### src/rtl/inst_encoder_pkg.sv
// Shared RV32 encoding definitions: opcode constants, instruction formats,
// and an immediate decoder usable by any consumer of encoded words.
package inst_encoder_pkg;

    localparam int INST_WIDTH = 32;

    localparam logic [6:0] OP_R      = 7'b0110011;
    localparam logic [6:0] OP_IMM    = 7'b0010011;
    localparam logic [6:0] OP_LOAD   = 7'b0000011;
    localparam logic [6:0] OP_JALR   = 7'b1100111;
    localparam logic [6:0] OP_STORE  = 7'b0100011;
    localparam logic [6:0] OP_BRANCH = 7'b1100011;
    localparam logic [6:0] OP_LUI    = 7'b0110111;
    localparam logic [6:0] OP_AUIPC  = 7'b0010111;
    localparam logic [6:0] OP_JAL    = 7'b1101111;

    localparam logic [INST_WIDTH-1:0] NOP = 32'h0000_0013;

    typedef enum logic [2:0] {
        FMT_R,
        FMT_I,
        FMT_S,
        FMT_B,
        FMT_U,
        FMT_J,
        FMT_BAD
    } fmt_e;

    function automatic fmt_e opcode_fmt(input logic [6:0] opcode);
        fmt_e fmt;
        case (opcode)
            OP_R:                      fmt = FMT_R;
            OP_IMM, OP_LOAD, OP_JALR:  fmt = FMT_I;
            OP_STORE:                  fmt = FMT_S;
            OP_BRANCH:                 fmt = FMT_B;
            OP_LUI, OP_AUIPC:          fmt = FMT_U;
            OP_JAL:                    fmt = FMT_J;
            default:                   fmt = FMT_BAD;
        endcase
        return fmt;
    endfunction

    // Inverse of the scatter performed by inst_pack; R-type and unknown return 0.
    function automatic logic [INST_WIDTH-1:0] decode_imm(input logic [INST_WIDTH-1:0] inst);
        logic [INST_WIDTH-1:0] imm;
        case (opcode_fmt(inst[6:0]))
            FMT_I:   imm = {{20{inst[31]}}, inst[31:20]};
            FMT_S:   imm = {{20{inst[31]}}, inst[31:25], inst[11:7]};
            FMT_B:   imm = {{19{inst[31]}}, inst[31], inst[7], inst[30:25], inst[11:8], 1'b0};
            FMT_U:   imm = {inst[31:12], 12'h000};
            FMT_J:   imm = {{11{inst[31]}}, inst[31], inst[19:12], inst[20], inst[30:21], 1'b0};
            default: imm = '0;
        endcase
        return imm;
    endfunction

endpackage

### src/rtl/inst_encoder_pack.sv
// Combinational RV32 field packer: scatters the immediate for the opcode's
// format and flags immediates the format cannot represent exactly.
module inst_pack
    import inst_encoder_pkg::*;
(
    input  logic [6:0]            i_opcode,
    input  logic [4:0]            i_rd,
    input  logic [4:0]            i_rs1,
    input  logic [4:0]            i_rs2,
    input  logic [2:0]            i_funct3,
    input  logic [6:0]            i_funct7,
    input  logic [31:0]           i_imm,
    output logic [INST_WIDTH-1:0] o_inst,
    output logic                  o_err
);

    logic w_fits12;
    logic w_fits13;
    logic w_fits21;
    logic w_u_low_zero;

    // An immediate fits N signed bits when every bit above N-1 copies bit N-1.
    assign w_fits12     = (&i_imm[31:11]) || !(|i_imm[31:11]);
    assign w_fits13     = (&i_imm[31:12]) || !(|i_imm[31:12]);
    assign w_fits21     = (&i_imm[31:20]) || !(|i_imm[31:20]);
    assign w_u_low_zero = !(|i_imm[11:0]);

    // NOTE: every output gets a default before the case so no path infers a latch.
    always_comb begin
        o_inst = NOP;
        o_err  = 1'b1;
        case (opcode_fmt(i_opcode))
            FMT_R: begin
                o_inst = {i_funct7, i_rs2, i_rs1, i_funct3, i_rd, i_opcode};
                o_err  = 1'b0;
            end
            FMT_I: begin
                o_inst = {i_imm[11:0], i_rs1, i_funct3, i_rd, i_opcode};
                o_err  = !w_fits12;
            end
            FMT_S: begin
                o_inst = {i_imm[11:5], i_rs2, i_rs1, i_funct3, i_imm[4:0], i_opcode};
                o_err  = !w_fits12;
            end
            FMT_B: begin
                o_inst = {i_imm[12], i_imm[10:5], i_rs2, i_rs1, i_funct3,
                          i_imm[4:1], i_imm[11], i_opcode};
                o_err  = !w_fits13 || i_imm[0];
            end
            FMT_U: begin
                o_inst = {i_imm[31:12], i_rd, i_opcode};
                o_err  = !w_u_low_zero;
            end
            FMT_J: begin
                o_inst = {i_imm[20], i_imm[10:1], i_imm[11], i_imm[19:12], i_rd, i_opcode};
                o_err  = !w_fits21 || i_imm[0];
            end
            default: begin
                o_inst = NOP;
                o_err  = 1'b1;
            end
        endcase
    end

endmodule

### src/rtl/inst_encoder.sv
// Streaming instruction encoder: one-register valid/ready stage that packs
// requests into RV32 words at consecutive byte addresses and counts errors.
module inst_encoder
    import inst_encoder_pkg::*;
#(
    parameter int ADDR_WIDTH    = 10,
    parameter int ERR_CNT_WIDTH = 8
) (
    input  logic                     i_clk,
    input  logic                     i_rst_n,
    input  logic                     i_clr,
    input  logic                     i_valid,
    output logic                     o_ready,
    input  logic [6:0]               i_opcode,
    input  logic [4:0]               i_rd,
    input  logic [4:0]               i_rs1,
    input  logic [4:0]               i_rs2,
    input  logic [2:0]               i_funct3,
    input  logic [6:0]               i_funct7,
    input  logic [31:0]              i_imm,
    output logic                     o_valid,
    input  logic                     i_ready,
    output logic [INST_WIDTH-1:0]    o_inst,
    output logic [ADDR_WIDTH-1:0]    o_addr,
    output logic                     o_err,
    output logic [ERR_CNT_WIDTH-1:0] o_err_cnt
);

    logic [INST_WIDTH-1:0]    w_inst;
    logic                     w_err;
    logic                     w_accept;

    logic                     r_valid;
    logic [INST_WIDTH-1:0]    r_inst;
    logic [ADDR_WIDTH-1:0]    r_addr;
    logic [ADDR_WIDTH-1:0]    r_addr_cnt;
    logic                     r_err;
    logic [ERR_CNT_WIDTH-1:0] r_err_cnt;

    inst_pack u_pack (
        .i_opcode (i_opcode),
        .i_rd     (i_rd),
        .i_rs1    (i_rs1),
        .i_rs2    (i_rs2),
        .i_funct3 (i_funct3),
        .i_funct7 (i_funct7),
        .i_imm    (i_imm),
        .o_inst   (w_inst),
        .o_err    (w_err)
    );

    // The stage may refill in the same cycle it drains, so flow has no bubbles.
    assign o_ready  = !i_clr && (!r_valid || i_ready);
    assign w_accept = i_valid && o_ready;

    // NOTE: sequential state uses non-blocking assignments so every register samples pre-edge values.
    always_ff @(posedge i_clk or negedge i_rst_n) begin
        if (!i_rst_n) begin
            r_valid    <= 1'b0;
            r_inst     <= '0;
            r_addr     <= '0;
            r_err      <= 1'b0;
            r_addr_cnt <= '0;
            r_err_cnt  <= '0;
        end else if (i_clr) begin
            // The error count is history, not pipeline state, so clear leaves it alone.
            r_valid    <= 1'b0;
            r_inst     <= '0;
            r_addr     <= '0;
            r_err      <= 1'b0;
            r_addr_cnt <= '0;
        end else if (w_accept) begin
            r_valid    <= 1'b1;
            r_inst     <= w_inst;
            r_addr     <= r_addr_cnt;
            r_err      <= w_err;
            r_addr_cnt <= r_addr_cnt + ADDR_WIDTH'(4);
            if (w_err && (r_err_cnt != '1)) begin
                r_err_cnt <= r_err_cnt + ERR_CNT_WIDTH'(1);
            end
        end else if (r_valid && i_ready) begin
            r_valid <= 1'b0;
        end
    end

    assign o_valid   = r_valid;
    assign o_inst    = r_inst;
    assign o_addr    = r_addr;
    assign o_err     = r_err;
    assign o_err_cnt = r_err_cnt;

endmodule

### config.mk
export PLATFORM = sky130hd
export DESIGN_NAME = inst_encoder
export DESIGN_NICKNAME = d
export VERILOG_FILES = /design/src/rtl/inst_encoder_pkg.sv /design/src/rtl/inst_encoder_pack.sv /design/src/rtl/inst_encoder.sv
export SDC_FILE = /design/constraint.sdc
export NUM_CORES = 1
export LEC_CHECK = 0
export CAP_MARGIN = 15
export CORE_MARGIN = 10
export CORE_UTILIZATION = 45
export CTS_BUF_LIST = sky130_fd_sc_hd__clkbuf_2
export DETAILED_ROUTE_END_ITERATION = 12
export MAX_ROUTING_LAYER = met4
export PLACE_DENSITY = 0.79
export SLEW_MARGIN = 0
export SYNTH_ARGS = -nofsm -noshare
export SYNTH_HDL_FRONTEND = slang
export SYNTH_SLANG_ARGS = --single-unit
### constraint.sdc
create_clock -name i_clk -period 2 [get_ports i_clk]
set_clock_uncertainty 0.15 [all_clocks]
set_input_delay 0.4 -clock i_clk [delete_from_list [all_inputs] [get_ports i_clk]]
set_output_delay 0.4 -clock i_clk [all_outputs]
set_load 0.01 [all_outputs]
==> results.json, run 1 <==
{
  "startpoint_type": "input pin",
  "num-nets-final": 615,
  "ant_nets": 0,
  "cts_tree": "done",
  "dp_cells": 598,
  "gr-usage-met3_pct": 6.32,
  "clockBufferDepth": 2,
  "path_max_fanout": 7,
  "worst_skew_pair.late_latency_ns": 0.51,
  "syn2layout_area_growth_pct": 80.4,
  "drive_above_1_share_pct": 33.8,
  "hold_start": "i_opcode[5]",
  "wl_mm": 13.0,
  "final-setup-viol-count": 38,
  "drt_pass1_iterations": 6,
  "status": "complete, but fails checks",
  "min_period_ns": 2.46,
  "core_area_mm2": 0.00683,
  "antenna_found_initial": 0,
  "finalCritPeriodShare_pct": 123,
  "cp-startpoint": "i_opcode[4]",
  "rsz0062_at_grt": "true",
  "synth_cell_types": 54,
  "cts_sinks": 59,
  "slew-limit-headroom_pct": 67.1,
  "syn-num-nets": 407,
  "met2_usage_pct": 36.8,
  "p_per_area_mw_per_mm2": 512,
  "overflow": 0,
  "grt_max_degree": 32,
  "grtUsageTotal_pct": 22.4,
  "postPlaceCellArea_mm2": 0.00500,
  "path_class": "input pin to flop",
  "cp-end-kind": "flop",
  "grt_pass1_wl_mm": 19.3,
  "finalWorstSetupSlack_ns": -0.461,
  "r2r-start": "o_err_cnt[1]",
  "fmax_mhz": 406,
  "cts_buffers": 9,
  "final_area_mm2": 0.00571,
  "synth_top_cell_by_area": "dfrtp_1",
  "async_reset_ff_share_pct": 100,
  "synth_cells": 335,
  "hpwlAfterDp_mm": 8.69,
  "die_h_um": 104,
  "arrival_ns": 2.72,
  "via_count": 3737,
  "ff2ff_path_depth": 6,
  "violations": "setup timing",
  "yosys_warnings": 0,
  "place_congestion": 0.934,
  "ys_seq_area_share_pct": 46.7,
  "synth_area_per_cell_um2": 9.45,
  "first_global_vias": 3813,
  "viasPerCell": 5.79,
  "post-route-drc-count": 0,
  "holdPathStages": 3,
  "met1_usage_pct": 26.0,
  "htreeDepth": 3,
  "wl_per_cell_um": 20.1,
  "clk_pin_slew_worst_paths_ns": 0.18,
  "final_cells": 645,
  "worst_slew_pin_slew_ns": 0.494,
  "synth_seq_cells": 59,
  "ir_drop_uv": 306,
  "core.rowCount": 30,
  "synth_area_leaders": "dfrtp_1, nand2_1, o21ai_0",
  "die_w_um": 104,
  "hold_viol_final": 0,
  "hold_class": "input pin to flop",
  "maxCapViolations": 0,
  "initial_core_util_pct": 46.3,
  "cts_root_buf": "clkbuf_2",
  "drtIter0Drc": 256,
  "io_pins": 122,
  "die_area_mm2": 0.0108,
  "syn-cell-area_mm2": 0.00316,
  "synth_top_area_share_pct": 46.7,
  "slew_viol_final": 0,
  "synth_edf_count": 0,
  "p_leak_uw": 0.00295,
  "required_ns": 2.26,
  "synth_top_flop_cell": "dfrtp_1",
  "port_buffers": 121,
  "top_usage_layer": "met2"
}
## per-layer routing
metal | vias up | wire (um)
met4 | 0 | 379
met1 | 1840 | 5340
li1 | 1662 | -
met2 | 192 | 6360
met5 | - | 0
met3 | 43 | 904
## cell usage after synthesis (all sizes together) (2+ instances only)
cell type / n
dfrtp: 59
nand2: 53
o21ai: 29
nor2: 24
a21oi: 17
and3: 13
clkbuf: 13
mux2i: 11
nand3: 9
nand4: 9
nor4: 8
xor2: 8
a222oi: 6
xnor2: 6
a221oi: 5
a22o: 5
buf: 5
nand2b: 5
a22oi: 4
and4: 4
nor2b: 4
nor3: 4
a211oi: 3
and2: 3
ha: 3
or4: 3
mux2: 2
nor3b: 2
o21a: 2
## flip-flops by register name, summed over array words and instances, names as in the netlist
| register | flops |
|---|---|
| o_addr | 9 |
| o_inst | 32 |
| o_err_cnt | 8 |
| o_err | 1 |
| r_addr_cnt | 8 |
| o_valid | 1 |
## cell type report
cell class | instances | area, um2
Antenna cell | 1 | 2.50
Clock buffer | 10 | 50.0
Timing Repair Buffer | 214 | 2030
Clock inverter | 6 | 56.3
Multi-Input combinational cell | 259 | 1970
Sequential cell | 59 | 1480
Tap cell | 96 | 120
Fill cell | 384 | 1120
## layout by cell type, fill, tap and decap left out, types with 7 or more instances in the layout
| cell type | count |
|---|---|
| a21oi_1 | 13 |
| and3_1 | 13 |
| buf_4 | 77 |
| buf_6 | 7 |
| clkbuf_2 | 12 |
| clkdlybuf4s50_1 | 60 |
| dfrtp_1 | 59 |
| dlygate4sd2_1 | 30 |
| dlymetal6s2s_1 | 23 |
| nand2_1 | 51 |
| nand4_1 | 9 |
| nor2_1 | 16 |
| o21ai_1 | 15 |
| o21ai_2 | 11 |
| xor2_1 | 8 |
## critical path, cell delays in order
cell and delay, ns:
buf_6 0.10, and3b_2 0.24, a21oi_2 0.06, or3b_4 0.39, ha_4 0.21, nor4bb_4 0.34, nor2b_4 0.22, a32o_2 0.14
a311oi_2 0.06, nand3_4 0.16, buf_4 0.14, nand4_1 0.11, xnor2_1 0.15
## logic make-up after synthesis
logic type               Yosys count  synth area share, %
AND/OR/NAND/NOR                  148                 24.6
AO/OA/AOI/OAI                     80                 16.7
flip-flops                        59                 46.7
buffers and inverters             18                 2.69
XOR/XNOR                          14                 3.88
multiplexers                      13                 4.31
adder cells (fa/ha/maj)            3                 1.19
## stage by stage
step / setup slack, ns / total power (uW) / util, % / setup TNS [ns] / hold WS [ns]
6_report: -0.461 / 2920 / 83.6 / -7.82 / 0.0972
5_1_grt: -0.561 / 3040 / 83.5 / -10.24 / 0.104
4_1_cts: -0.406 / 2870 / 79.4 / -6.57 / 0.101
3_5_place_dp: -1.49 / 2040 / 73.2 / -52.74 / 0.236
3_3_place_gp: -1.44 / 2020 / 73.2 / -51.21 / 0.229
2_1_floorplan: -1.17 / 1580 / - / -34.39 / -0.0456
## path summary, 6_finish.rpt
check,endpoint,slack [ns]
max reg2reg,o_err_cnt[2],0.10
max,o_err_cnt[7],-0.46
max in group asynchronous,o_inst[31],1.00
min reg2reg,o_inst[9],0.35
min,o_inst[5],0.1
min in group asynchronous,o_addr[8],0.21
## where the power goes
| group | leakage (uW) | switching [uW] | internal, uW |
|---|---|---|---|
| sequential | 0.000808 | 40.4 | 1260 |
| clock | 0.0000691 | 472 | 283 |
| combinational | 0.00208 | 393 | 478 |
| total | 0.00295 | 905 | 2020 |
## repair_timing
| action | 4_1_cts | 5_1_grt |
|---|---|---|
| endpoints found under the setup margin | 79 | 65 |
| hold endpoints to repair | 19 | 1 |
| gates cloned | 2 | 0 |
| gates resized for setup | 112 | 72 |
| pin swaps | 29 | 36 |
| setup buffers | 25 | 13 |
| hold buffers | 2 | 1 |
No activity file was read; power rests on OpenSTA's default activity.
==> run 2: changes to the inputs <==
--- a/config.mk
+++ b/config.mk
@@ -11,8 +11,7 @@
 export CTS_BUF_LIST = sky130_fd_sc_hd__clkbuf_2
 export DETAILED_ROUTE_END_ITERATION = 12
 export MAX_ROUTING_LAYER = met4
-export PLACE_DENSITY = 0.79
-export SLEW_MARGIN = 0
+export PLACE_DENSITY = 0.9
 export SYNTH_ARGS = -nofsm -noshare
 export SYNTH_HDL_FRONTEND = slang
 export SYNTH_SLANG_ARGS = --single-unit
==> run 2 against run 1 <==
  * Non-clock buffer count rose by 13
  * Utilization rose by 1.8 points
  * Largest cell class unchanged
  * Routed wire length rose by 17%
  * The run still ends with setup timing left
  * Critical path type unchanged
  * Critical path depth rose by 1
  * Maximum frequency fell by 0.97%
  * Register-to-register slack improved by 0.03 ns
==> results.json, run 2 (same netlist as run 1, synthesis figures left out) <==
{
  "ir_drop_uv": 508,
  "port_buffers": 121,
  "via_count": 3983,
  "hold_class": "input pin to flop",
  "drt_pass1_iterations": 5,
  "htreeDepth": 3,
  "core_area_mm2": 0.00683,
  "first_global_vias": 4064,
  "syn2layout_area_growth_pct": 84.4,
  "arrival_ns": 2.75,
  "wl_per_cell_um": 23.1,
  "hold_viol_final": 0,
  "drive_above_1_share_pct": 34.8,
  "multiInputGateArea_mm2": 0.00196,
  "drtIter0Drc": 288,
  "fin_util_pct": 85.4,
  "grt_max_degree": 60,
  "initial_core_util_pct": 46.3,
  "path_class": "input pin to flop",
  "worst_skew_pair.late_latency_ns": 0.53,
  "hpwlAfterDp_mm": 9.19,
  "rsz0062_at_grt": "true",
  "regArea_mm2": 0.00148,
  "grtUsageTotal_pct": 25.3,
  "viasPerCell": 6.05,
  "status": "complete, but fails checks",
  "final-setup-viol-count": 41,
  "cp-end-kind": "flop",
  "finalPower_uw": 3060,
  "p_per_area_mw_per_mm2": 525,
  "overflow": 0,
  "required_ns": 2.26,
  "cts_root_buf": "clkbuf_2",
  "die_h_um": 104,
  "antenna_found_initial": 1,
  "nFillCells": 338,
  "violations": "setup timing",
  "post-route-drc-count": 0,
  "clockBufferDepth": 2,
  "wl_mm": 15.2,
  "largest_reg_flops": 32,
  "clk_pin_slew_worst_paths_ns": 0.17,
  "worst_slew_pin_slew_ns": 0.562,
  "hold_start": "i_opcode[1]",
  "slew-limit-headroom_pct": 62.6,
  "cts_tree": "done",
  "r2r-end": "o_err_cnt[1]",
  "r2r-start": "o_err_cnt[0]",
  "finalWorstSetupSlack_ns": -0.485,
  "holdPathStages": 3,
  "ant_nets": 0,
  "place_congestion": 0.904,
  "min_period_ns": 2.48,
  "ff2ff_path_depth": 6,
  "mostFrequentLayoutCells": "buf_4, clkdlybuf4s50_1, dfrtp_1",
  "fmax_mhz": 402,
  "path_max_fanout": 7,
  "cts_buffers": 9,
  "p_leak_uw": 0.00315,
  "finalCritPeriodShare_pct": 124,
  "io_pins": 122,
  "grt_pass1_wl_mm": 21.6,
  "cts_sinks": 59,
  "maxCapViolations": 0,
  "slew_viol_final": 0,
  "die_area_mm2": 0.0108,
  "min_to": "o_inst[1]",
  "die_w_um": 104,
  "r2r_slack_ns": 0.13,
  "final_common_cell": "buf_4",
  "core.rowCount": 30,
  "startpoint_type": "input pin",
  "num-nets-final": 628
}
run 2: cell types whose count changed in the layout (fill, tap and decap cells not counted), moves of 3 or more:
cell and change:
o21ai_1 -7, a221oi_1 +3, dlygate4sd2_1 -9, buf_4 +14, mux2i_2 -5, mux2i_1 +5, nor4_2 +3, o21ai_2 +5
dlymetal6s2s_1 +9, a221oi_2 -4
run 2: critical path: stages:
cell,delay [ns]
buf_8,0.10
and3b_2,0.21
a21oi_2,0.14
or3b_4,0.16
ha_4,0.19
nand2_4,0.08
buf_6,0.12
buf_6,0.11
o32ai_4,0.16
buf_4,0.17
nor3_2,0.03
buf_4,0.17
a222oi_1,0.56
o21ai_2,0.14
run 2: worst max path at each step:
stage | startpoint | to
2_1_floorplan | i_opcode[6] | o_err_cnt[1]
3_3_place_gp | i_opcode[4] | o_err_cnt[1]
3_5_place_dp | i_opcode[4] | o_err_cnt[1]
4_1_cts | i_opcode[4] | o_err_cnt[1]
5_1_grt | i_imm[29] | o_err_cnt[6]
6_report | i_opcode[6] | o_inst[26]
run 2: power by group:
| part | internal, uW | switching (uW) |
|---|---|---|
| logic | 478 | 406 |
| registers | 1260 | 39.1 |
| clock network | 409 | 475 |
| total | 2140 | 920 |
run 2: layer usage:
metal | track usage [%] | vias to the layer above | share of wire [%]
li1 | - | 1703 | -
met1 | 27.6 | 1919 | 37
met2 | 41.3 | 270 | 50
met3 | 6.51 | 91 | 7.0
met4 | 13.7 | 0 | 6.3
met5 | - | - | 0
run 2: timing repair:
action	4_1_cts	5_1_grt
buffers inserted	29	16
gates resized for setup	113	68
pin swaps	32	24
setup endpoints to repair	70	74
endpoints found under the hold margin	60	0
cloned	2	0
hold buffers	2	0
run 2: stage by stage:
step	cell area, um2	worst slack [ns]	setup TNS, ns	instances	hold slack [ns]
finish	5830	-0.485	-14.62	658	0.0220
global route	5830	-0.505	-15.42	658	-0.000915
CTS	5520	-0.413	-10.83	642	0.114
detailed placement	4970	-1.51	-53.64	599	0.280
global placement	4970	-1.45	-51.18	599	0.277
floorplan	3250	-1.17	-34.39	335	-0.0456
run 2: final cells by class:
class,instances,area share [%]
antenna,1,0.0429
multi-input combinational,259,33.6
tap,96,2.06
timing repair buffer,227,36.7
clock buffer,10,0.858
sequential,59,25.3
clock inverter,6,1.37
==> run 3: changes to the inputs <==
--- a/config.mk
+++ b/config.mk
@@ -12,6 +12,7 @@
 export DETAILED_ROUTE_END_ITERATION = 12
 export MAX_ROUTING_LAYER = met4
 export PLACE_DENSITY = 0.9
+export REMOVE_ABC_BUFFERS = 1
 export SYNTH_ARGS = -nofsm -noshare
 export SYNTH_HDL_FRONTEND = slang
 export SYNTH_SLANG_ARGS = --single-unit
==> run 3 against run 2 <==
  * The flow still finishes with violations (setup timing)
  * Sequential power barely moved
  * Clock power shrank 14%
  * Worst hold slack worse by 0.011 ns
  * Combinational power up 3.1%
  * Global-route usage decreased by 2.8 points
  * Register-to-register slack got worse by 0.11 ns
==> results.json, run 3 (same netlist as run 1, synthesis figures left out) <==
{
  "status": "complete, but fails checks",
  "violations": "setup timing",
  "wl_mm": 13.2,
  "cts_root_buf": "clkbuf_2",
  "path_class": "input pin to flop",
  "cts_sinks": 59,
  "grt_pass1_wl_mm": 19.4,
  "pwr-share-clk_pct": 25.6,
  "hold_viol_final": 0,
  "antenna_found_initial": 0,
  "largest_reg_flops": 32,
  "gr-usage-met3_pct": 6.01,
  "worst_skew_pair.late_latency_ns": 0.51,
  "p_leak_uw": 0.00307,
  "final-setup-viol-count": 41,
  "path_max_fanout": 6,
  "via_count": 3810,
  "combPwrFrac_pct": 30.7,
  "finalCritPeriodShare_pct": 124,
  "min_period_ns": 2.49,
  "cpPeakStageDelay_ns": 0.40,
  "r2r_slack_ns": 0.02,
  "first_global_vias": 3825,
  "rsz0062_at_grt": "true",
  "final_area_mm2": 0.00566,
  "regArea_mm2": 0.00148,
  "place_congestion": 0.909,
  "p_per_area_mw_per_mm2": 524,
  "port_buffers": 121,
  "multiInputGateArea_mm2": 0.00191,
  "grtUsageTotal_pct": 22.4,
  "die_w_um": 104,
  "swShare_pct": 31.0,
  "ir_drop_uv": 385,
  "whs_ns": 0.0107,
  "die_h_um": 104,
  "slowest_stage": "or3b_4",
  "clockBufferDepth": 2,
  "seqPwrFrac_pct": 43.7,
  "io_pins": 122,
  "fmax_mhz": 402,
  "met1_usage_pct": 24.5,
  "holdPathStages": 3,
  "clk_pin_slew_worst_paths_ns": 0.18,
  "intPower_uw": 2050,
  "cp.depth": 12,
  "crit_chain": "buf_8 -> and3b_1 -> a21oi_2 -> or3b_4 -> ha_4 -> nor4bb_4 -> nor2b_2 -> a32o_2 -> a311oi_2 -> nand3_4 -> nand3_4 -> mux2_4",
  "p_sw_uw": 921,
  "postPlaceCellArea_mm2": 0.00495,
  "ant_nets": 0,
  "hold_class": "input pin to flop",
  "finalWorstSetupSlack_ns": -0.486,
  "met2_usage_pct": 37.7,
  "maxCapViolations": 0,
  "top_usage_layer": "met2",
  "drive_above_1_share_pct": 32.3,
  "worst_slew_pin_slew_ns": 0.533,
  "viasPerCell": 5.89,
  "wl_per_cell_um": 20.4,
  "hpwlAfterDp_mm": 8.55,
  "crit_top_cell": "nand3_4",
  "htreeDepth": 3,
  "slew_viol_final": 0,
  "num-nets-final": 618,
  "path_buf_inv": 1,
  "post-route-drc-count": 0,
  "grt_max_degree": 60,
  "nFillCells": 376,
  "cp_top_family": "simple AND/OR/NAND/NOR gates",
  "cp-end-kind": "flop",
  "die_area_mm2": 0.0108,
  "mostFrequentLayoutCells": "buf_4, clkdlybuf4s50_1, dfrtp_1",
  "initial_core_util_pct": 46.3,
  "startpoint_type": "input pin",
  "required_ns": 2.25,
  "syn2layout_area_growth_pct": 79.0,
  "drtIter0Drc": 296,
  "core.rowCount": 30,
  "drt_pass1_iterations": 5,
  "final_common_cell": "buf_4",
  "diodes": 0,
  "core_area_mm2": 0.00683,
  "cts_tree": "done",
  "slew-limit-headroom_pct": 64.4,
  "ff2ff_path_depth": 6,
  "cts_buffers": 9,
  "arrival_ns": 2.73,
  "overflow": 0
}
## run 3: changes by cell type in the layout (fill, tap and decap cells not counted), sizes merged
cell	before	now
clkdlybuf4s15	0	1
dlygate4sd3	2	1
clkdlybuf4s50	60	61
diode	1	0
dlymetal6s2s	32	33
dlygate4sd2	21	19
clkinv	3	4
clkbuf	13	12
bufinv	2	1
buf	109	100
## run 3: layout make-up
cell class | count | share of cell area [%]
repair buffers | 217 | 36.3
clock buffers | 10 | 0.884
multi-input cells | 259 | 33.7
flip-flops and latches | 59 | 26.1
well taps | 96 | 2.12
clock inverters | 6 | 0.994
## run 3: metal layers
layer | share of wire (%) | wire [um] | up-vias
met2 | 51 | 6770 | 195
li1 | - | - | 1669
met1 | 38 | 4990 | 1888
met5 | 0 | 0 | -
met3 | 6.3 | 835 | 58
met4 | 4.7 | 626 | 0
## run 3: per-stage QoR
step | TNS [ns] | power [uW] | worst slack (ns) | cells | utilization [%]
after detailed placement | -56.84 | 2030 | -1.64 | 603 | 72.5
after global placement | -54.12 | 2000 | -1.57 | 603 | 72.5
after global routing | -12.40 | 3080 | -0.514 | 647 | 82.9
after CTS | -4.96 | 2850 | -0.349 | 639 | 79.3
after floorplan | -40.72 | 1550 | -1.33 | 317 | -
final | -11.01 | 2970 | -0.486 | 647 | 82.9
## run 3: repair_timing
action / CTS / global route
hold buffers: 1 / 0
pin swaps: 39 / 13
hold endpoints to repair: 59 / 0
cloned: 1 / 0
buffers inserted: 21 / 11
resized for setup: 119 / 64
setup endpoints to repair: 69 / 75
## run 3: worst paths after layout
kind                                   start      endpoint
min in group asynchronous            i_rst_n    o_inst[16]
worst max register to register  o_err_cnt[0]  o_err_cnt[1]
worst max-delay path             i_opcode[4]  o_err_cnt[1]
worst min register to register    o_inst[24]    o_inst[24]
worst min-delay path             i_opcode[1]     o_inst[1]
max in group asynchronous            i_rst_n    o_inst[24]
## run 3: tightest hold or removal path: stages
cell      delay, ns
clkbuf_2       0.11
nand2_1        0.08
a211oi_1       0.07
## run 3: power by group through the flow
stage	clock, uW	combinational (uW)	sequential, uW
6_report	760	911	1300
5_1_grt	806	968	1310
4_1_cts	732	827	1290
3_5_place_dp	0	674	1360
3_3_place_gp	0	653	1350
2_1_floorplan	0	185	1370
